`src/rtl/rgb_pwm_driver_if.sv`:
```
// Signal bundle between an RGB target source and the PWM driver.
// The master drives enable and targets; the slave (driver) returns PWM and status.
interface rgb_pwm_driver_if;
  logic       enable;
  logic [7:0] r_in;
  logic [7:0] g_in;
  logic [7:0] b_in;
  logic       r_pwm;
  logic       g_pwm;
  logic       b_pwm;
  logic       period_start;
  logic       settled;

  modport master (
    output enable, r_in, g_in, b_in,
    input  r_pwm, g_pwm, b_pwm, period_start, settled
  );

  modport slave (
    input  enable, r_in, g_in, b_in,
    output r_pwm, g_pwm, b_pwm, period_start, settled
  );
endinterface

```
`src/rtl/rgb_pwm_driver.sv`:
```
// Three-channel PWM LED driver with per-period rate-limited fading toward sampled targets.
// Targets are sampled at each period boundary; levels chase the previous targets by <= STEP.
module rgb_pwm_driver #(
  parameter int unsigned PRESCALE = 4,
  parameter int unsigned STEP     = 1
) (
  input logic              clk,
  input logic              rst,
  rgb_pwm_driver_if.slave  bus_io
);

  localparam logic [7:0] PreMax = 8'(PRESCALE - 1);
  localparam logic [7:0] StepW  = 8'(STEP);

  logic [7:0]      presc_q, presc_d;
  logic [7:0]      cnt_q, cnt_d;
  logic [2:0][7:0] lvl_q, lvl_d;
  logic [2:0][7:0] tgt_q, tgt_d;
  logic [2:0]      pwm_q, pwm_d;
  logic            ps_q, ps_d;
  logic            settled_q, settled_d;
  logic [2:0][7:0] in_w;
  logic            en, tick, boundary;

  assign en   = bus_io.enable;
  assign in_w = {bus_io.b_in, bus_io.g_in, bus_io.r_in};

  // Move cur toward goal by at most StepW; cannot overshoot or wrap.
  function automatic logic [7:0] approach(input logic [7:0] cur, input logic [7:0] goal);
    logic [7:0] diff;
    approach = cur;
    diff     = 8'd0;
    if (cur < goal) begin
      diff     = goal - cur;
      approach = cur + ((diff > StepW) ? StepW : diff);
    end else if (cur > goal) begin
      diff     = cur - goal;
      approach = cur - ((diff > StepW) ? StepW : diff);
    end
  endfunction

  always_comb begin
    tick     = en && (presc_q == PreMax);
    boundary = tick && (cnt_q == 8'd254);

    presc_d = (!en || tick) ? 8'd0 : presc_q + 8'd1;
    if (!en || boundary) begin
      cnt_d = 8'd0;
    end else if (tick) begin
      cnt_d = cnt_q + 8'd1;
    end else begin
      cnt_d = cnt_q;
    end

    lvl_d = lvl_q;
    tgt_d = tgt_q;
    pwm_d = '0;
    for (int c = 0; c < 3; c++) begin
      // Levels use the targets captured at the previous boundary.
      if (boundary) begin
        lvl_d[c] = approach(lvl_q[c], tgt_q[c]);
        tgt_d[c] = in_w[c];
      end
      // Compare against next-state counter so the sample aligns with period_start.
      pwm_d[c] = en && (cnt_d < lvl_d[c]);
    end

    ps_d      = boundary;
    settled_d = (lvl_d == tgt_d);
  end

  always_ff @(posedge clk or posedge rst) begin
    if (rst) begin
      presc_q   <= '0;
      cnt_q     <= '0;
      lvl_q     <= '0;
      tgt_q     <= '0;
      pwm_q     <= '0;
      ps_q      <= 1'b0;
      settled_q <= 1'b1;
    end else begin
      presc_q   <= presc_d;
      cnt_q     <= cnt_d;
      lvl_q     <= lvl_d;
      tgt_q     <= tgt_d;
      pwm_q     <= pwm_d;
      ps_q      <= ps_d;
      settled_q <= settled_d;
    end
  end

  assign bus_io.r_pwm        = pwm_q[0];
  assign bus_io.g_pwm        = pwm_q[1];
  assign bus_io.b_pwm        = pwm_q[2];
  assign bus_io.period_start = ps_q;
  assign bus_io.settled      = settled_q;

endmodule

```
`src/flat_wrapper.sv`:
```
// flat-port wrapper written by rule: the top's interface ports become plain ports
module rgb_pwm_driver_flat 
#(
  parameter int unsigned PRESCALE = 4,
  parameter int unsigned STEP     = 1
)
  (clk, rst, bus_io_enable, bus_io_r_in, bus_io_g_in, bus_io_b_in, bus_io_r_pwm, bus_io_g_pwm, bus_io_b_pwm, bus_io_period_start, bus_io_settled);
  rgb_pwm_driver_if bus_io_i ();
  input logic clk;
  input logic rst;
  input wire logic [$bits(bus_io_i.enable)-1:0] bus_io_enable;
  input wire logic [$bits(bus_io_i.r_in)-1:0] bus_io_r_in;
  input wire logic [$bits(bus_io_i.g_in)-1:0] bus_io_g_in;
  input wire logic [$bits(bus_io_i.b_in)-1:0] bus_io_b_in;
  output wire logic [$bits(bus_io_i.r_pwm)-1:0] bus_io_r_pwm;
  output wire logic [$bits(bus_io_i.g_pwm)-1:0] bus_io_g_pwm;
  output wire logic [$bits(bus_io_i.b_pwm)-1:0] bus_io_b_pwm;
  output wire logic [$bits(bus_io_i.period_start)-1:0] bus_io_period_start;
  output wire logic [$bits(bus_io_i.settled)-1:0] bus_io_settled;
  assign bus_io_i.enable = bus_io_enable;
  assign bus_io_i.r_in = bus_io_r_in;
  assign bus_io_i.g_in = bus_io_g_in;
  assign bus_io_i.b_in = bus_io_b_in;
  assign bus_io_r_pwm = bus_io_i.r_pwm;
  assign bus_io_g_pwm = bus_io_i.g_pwm;
  assign bus_io_b_pwm = bus_io_i.b_pwm;
  assign bus_io_period_start = bus_io_i.period_start;
  assign bus_io_settled = bus_io_i.settled;
  rgb_pwm_driver #(.PRESCALE(PRESCALE), .STEP(STEP)) u_core (.clk(clk), .rst(rst), .bus_io(bus_io_i));
endmodule
```
`config.mk`:
```
export PLATFORM = sky130hd
export DESIGN_NAME = rgb_pwm_driver_flat
export DESIGN_NICKNAME = d
export VERILOG_FILES = /design/src/rtl/rgb_pwm_driver_if.sv /design/src/rtl/rgb_pwm_driver.sv /design/src/flat_wrapper.sv
export SDC_FILE = /design/constraint.sdc
export NUM_CORES = 1
export LEC_CHECK = 0
export BUFFER_PORTS_ARGS = -buffer_cell sky130_fd_sc_hd__buf_2
export CAP_MARGIN = 20
export CORE_UTILIZATION = 55
export DETAILED_ROUTE_END_ITERATION = 6
export PLACE_DENSITY = 0.79
export SLEW_MARGIN = 20
export SYNTH_ARGS = -nofsm -noshare
export SYNTH_HDL_FRONTEND = slang
export SYNTH_SLANG_ARGS = --single-unit
```
`constraint.sdc`:
```
create_clock -name clk -period 11.91 [get_ports clk]
set_input_delay 0.5955 -clock clk [delete_from_list [all_inputs] [get_ports clk]]
set_output_delay 0.5955 -clock clk [all_outputs]
set_load 0.005 [all_outputs]
```
Word level (Yosys, flattened, before mapping)
Index checks and enable logic that the tools add are counted.

storage, ports and cells
  register bits after elaboration = 69
  bits of input ports = 27
  output and inout bits = 5
  word-level logic and storage cells = 72

cells by class
  $add $sub $neg = 14
  order comparisons = 15
  equal/unequal tests = 3
  muxes and demuxes = 21
  reduce and logical (&&, ||, !) cells = 8

operator list
  kind                   number
  $mux W8                21
  $sub A8 B8 Y8          9
  $gt A8 B1 Y1 const B   6
  $lt A8 B8 Y1           6
  $add A8 B8 Y8          3
  $eq A24 B24 Y1         1
  $gt A8 B8 Y1           3
  $add A8 B1 Y8 const B  2
  $eq A8 B2 Y1 const B   1
  $eq A8 B8 Y1 const B   1
  $logic_and A1 B1 Y1    5
  $logic_or A1 B1 Y1     2
  $logic_not A1 Y1       1

Logic depth before layout (Yosys ltp)
  word-level depth = 9
  mapped depth = 28
  depth with buffers taken out = 28

Worst setup path after synthesis
No wires, ideal clock.

  path kind = register to register
  from = register u_core.tgt_q[16] (netlist name)
  to = register u_core.settled_q (netlist: u_core.bus_io.settled)
  library setup time = 0.090 ns
  arrival = 5.404 ns
  data required time = 11.820 ns
  setup slack = 6.416 ns
  stages on the path, launching flop included = 27
  buffers on the path = 0
  clock period less this slack = 5.494 ns
  path through = dfrtp_1 inv_1 ha_1 fa_1 nor2b_1 o21ai_0 a21oi_1 o21ai_0 nand2b_1 and2_1 inv_1 o21ai_0 a21oi_1 or4_1 ha_1 fa_1 a211o_1 a31o_2 a21oi_1 xor2_1 a211oi_1 o311ai_0 a2111oi_2 nand4_1 nor4_1 nand4_1 nor4_2

RTL lines
  element                 line                  source
  start, declared         rgb_pwm_driver.sv:18  logic [2:0][7:0] tgt_q, tgt_d;
  start signal, assigned  rgb_pwm_driver.sv:85  tgt_q <= tgt_d;
  end signal, assigned    rgb_pwm_driver.sv:88  settled_q <= settled_d;
  end, declared           rgb_pwm_driver.sv:21  logic settled_q, settled_d;

==> results_dict.tcl <==
set metrics [dict create \
    nNetsFinal 1290 \
    root_buffer "clkbuf_16" \
    synth_top_cell_by_area "dfrtp_1" \
    grt_max_degree 70 \
    synthArstFlopShare_pct 100.0 \
    io_buffers 31 \
    row_count 45 \
    worstReg2RegEnd "u_core.bus_io.settled$_DFF_PP1_" \
    crit_type "reg -> reg" \
    synth_cells 1088 \
    ctsResizeCount 0 \
    r2r_cells 25 \
    dpl_cell_area_mm2 0.009126 \
    cp-start-kind "flip-flop" \
    drive_gt1_share_pct 7.672 \
    synth-edff-count 0 \
    drt_first_pass_iters 5 \
    placeableCoreArea_mm2 0.01526 \
    clkSinkCount 69 \
    cp_max_fo 9 \
    die_width_um 127.5 \
    num_io_pins 32 \
    cts_setup_buffers 0 \
    grt_pass1_vias 7872 \
    num-fill-cells 1381 \
    clk_pin_slew_ps 60 \
    crit_slowest_cell "or4_1" \
    htreeDepth 3 \
    start_util_pct 56.77 \
    yosys_warnings 0 \
    antenna_found_initial 0 \
    post-route-min-period_ps 6343 \
    slew_headroom_pct 36.47 \
    cap_violations 0 \
    clock_latency_ps 360 \
    synth_ff_type "dfrtp_1" \
    hold_viol_final 0 \
    grt_usage_pct 30.77 \
    synth_cell_types 89 \
    leakage_uw 0.004367 \
    cts_buffers 9 \
    syn_area_mm2 0.008662 \
    netlist.area_leader.share_pct 19.64 \
    tns_ps 0 \
    max-clock-path-buffers 2 \
    post-route-period-util_pct 53.26 \
    multi_input_area_mm2 0.006566 \
    viasPerCell 6.166 \
    worstHoldPathType "in -> async" \
    diodes 0 \
    dieHeight_um 127.5 \
    postRouteAntennaNets 0 \
    status "completed" \
    clock.fmax_mhz 157.7 \
    die_area_mm2 0.01626 \
    wire_per_inst_um 17.99 \
    wirelength_um 24440 \
    synth_area_per_cell_um2 7.961 \
    p_per_area_mw_per_mm2 63.84 \
    setup_viol 0 \
    crit_arrival_ps 6610 \
    cp.required_ps 12180 \
    synth_seq_cells 69 \
    r2r_setup_slack_ps 5570 \
    drc 0 \
    overflow 0 \
    seq_area_mm2 0.001728 \
    cp_slowest_stage_delay_ps 590 \
    yosysSeqAreaShare_pct 19.95 \
    ir_worst_vdd_mv 0.06925 \
    dp_hpwl_um 18790 \
    critPathCaptureType "flip-flop" \
    grt_pass1_wl_um 39120 \
    drt_iter0_markers 702 \
    final_cell_mix "109 x ha_1, 96 x inv_1, 86 x nor2_1" \
    holdWs_ps 513.5 \
    rsz0062_at_grt "no" \
    vias 8373 \
    post-route-cell-area_mm2 0.009450 \
    worstMarginPinSlew_ps 953.0 \
    synthTopCellsByArea "dfrtp_1 20%, ha_1 16%, o21ai_0 4.3%, a21oi_1 4.3%, inv_1 4.2%" \
    syn_to_final_growth_pct 9.100 \
    fin_worst_skew_ps 11.07 \
    final_common_cell "ha_1" \
    cts_tree "done" \
    slew_violations 0 \
    cts-hold-fix-buffers 0 \
    place_congestion 0.9253 \
    cp_common_cell "a21oi_1" \
    rr_startpoint "u_core.lvl_q[16]$_DFF_PP0_" \
]
==> metal layers <==
metal | track usage [%] | up-vias | wire length (um)
met4 | 11.34 | 0 | 639
li1 | - | 4022 | -
met2 | 49.41 | 316 | 11020
met5 | 0 | - | 0
met1 | 41.47 | 3983 | 11130
met3 | 5.318 | 52 | 1653
==> layout make-up <==
class	instances	share of cell area (%)
well taps	211	2.794
repair buffers	37	2.118
flip-flops and latches	69	18.28
inverters	98	3.892
clock inverters	6	1.006
multi-input cells	927	69.48
clock buffers	10	2.423
==> synth_stat cells, drive strengths merged, types with 9 or more instances <==
cell,number
ha,109
a31oi,10
mux2i,18
nor2,87
o21a,17
or2,9
nand2,73
inv,97
fa,12
nor3,29
clkbuf,22
and3,15
a21o,13
dfrtp,68
nand2b,25
xnor2,29
a21oi,74
buf,14
nor2b,17
a211oi,17
o211ai,17
nand3,27
xor2,32
o21ai,75
o22ai,11
and2,10
nor4,12
nand4,22
==> state kept, by name, indices dropped and copies added (netlist names) <==
name	cells
u_core.cnt_q	8
u_core.bus_io.period_start	1
u_core.lvl_q	24
u_core.bus_io.settled	1
u_core.tgt_q	24
u_core.presc_q	8
u_core.pwm_q	3
==> report_power, final <==
part,internal (uW),switching (uW),total (uW)
Clock,186,118,304
Sequential,236,2.19,238
Combinational,24.3,37.0,61.3
==> logic make-up after synthesis <==
family	count (synthesis)	synth area share [%]
compound gates	316	24.43
xor+xnor	61	6.168
fa+ha+maj	121	18.52
buf+inv	134	6.067
flops	69	19.95
mux	21	2.470
other cells	2	0.08670
simple gates	364	22.32
==> worst max-delay path: cells and delay by family, from the launching register on <==
| kind | cells | cell delay [ps] |
|---|---|---|
| AOI/OAI and AO/OA | 11 | 2400 |
| adders and majority gates | 4 | 1330 |
| and+or+nand+nor | 9 | 1960 |
| xor gates and xnor gates | 1 | 80 |
| DFF | 1 | 490 |
==> how the worst max path moves through the flow <==
| stage | start | to | slack, ps | cells past startpoint |
|---|---|---|---|---|
| after floorplan | u_core.tgt_q[16]$_DFF_PP0_ | u_core.bus_io.settled$_DFF_PP1_ | 6420 | 26 |
| after global placement | u_core.lvl_q[16]$_DFF_PP0_ | u_core.bus_io.settled$_DFF_PP1_ | 5960 | 25 |
| after detailed placement | u_core.lvl_q[16]$_DFF_PP0_ | u_core.bus_io.settled$_DFF_PP1_ | 5680 | 25 |
| after CTS | u_core.lvl_q[16]$_DFF_PP0_ | u_core.bus_io.settled$_DFF_PP1_ | 5650 | 25 |
| after global routing | u_core.lvl_q[16]$_DFF_PP0_ | u_core.bus_io.settled$_DFF_PP1_ | 5050 | 25 |
| final | u_core.lvl_q[16]$_DFF_PP0_ | u_core.bus_io.settled$_DFF_PP1_ | 5570 | 25 |
==> metrics by stage <==
stage | std cells | total power, uW | utilization, % | setup slack, ps
global placement | 1342 | 300.6 | 59.81 | 5956
finish | 1358 | 603.3 | 61.94 | 5567
CTS | 1358 | 602.6 | 61.94 | 5647
detailed placement | 1342 | 302.0 | 59.81 | 5678
floorplan | 1130 | 284.9 | - | 6416
global route | 1358 | 621.8 | 61.94 | 5049
(Power assumes the default switching activity.)
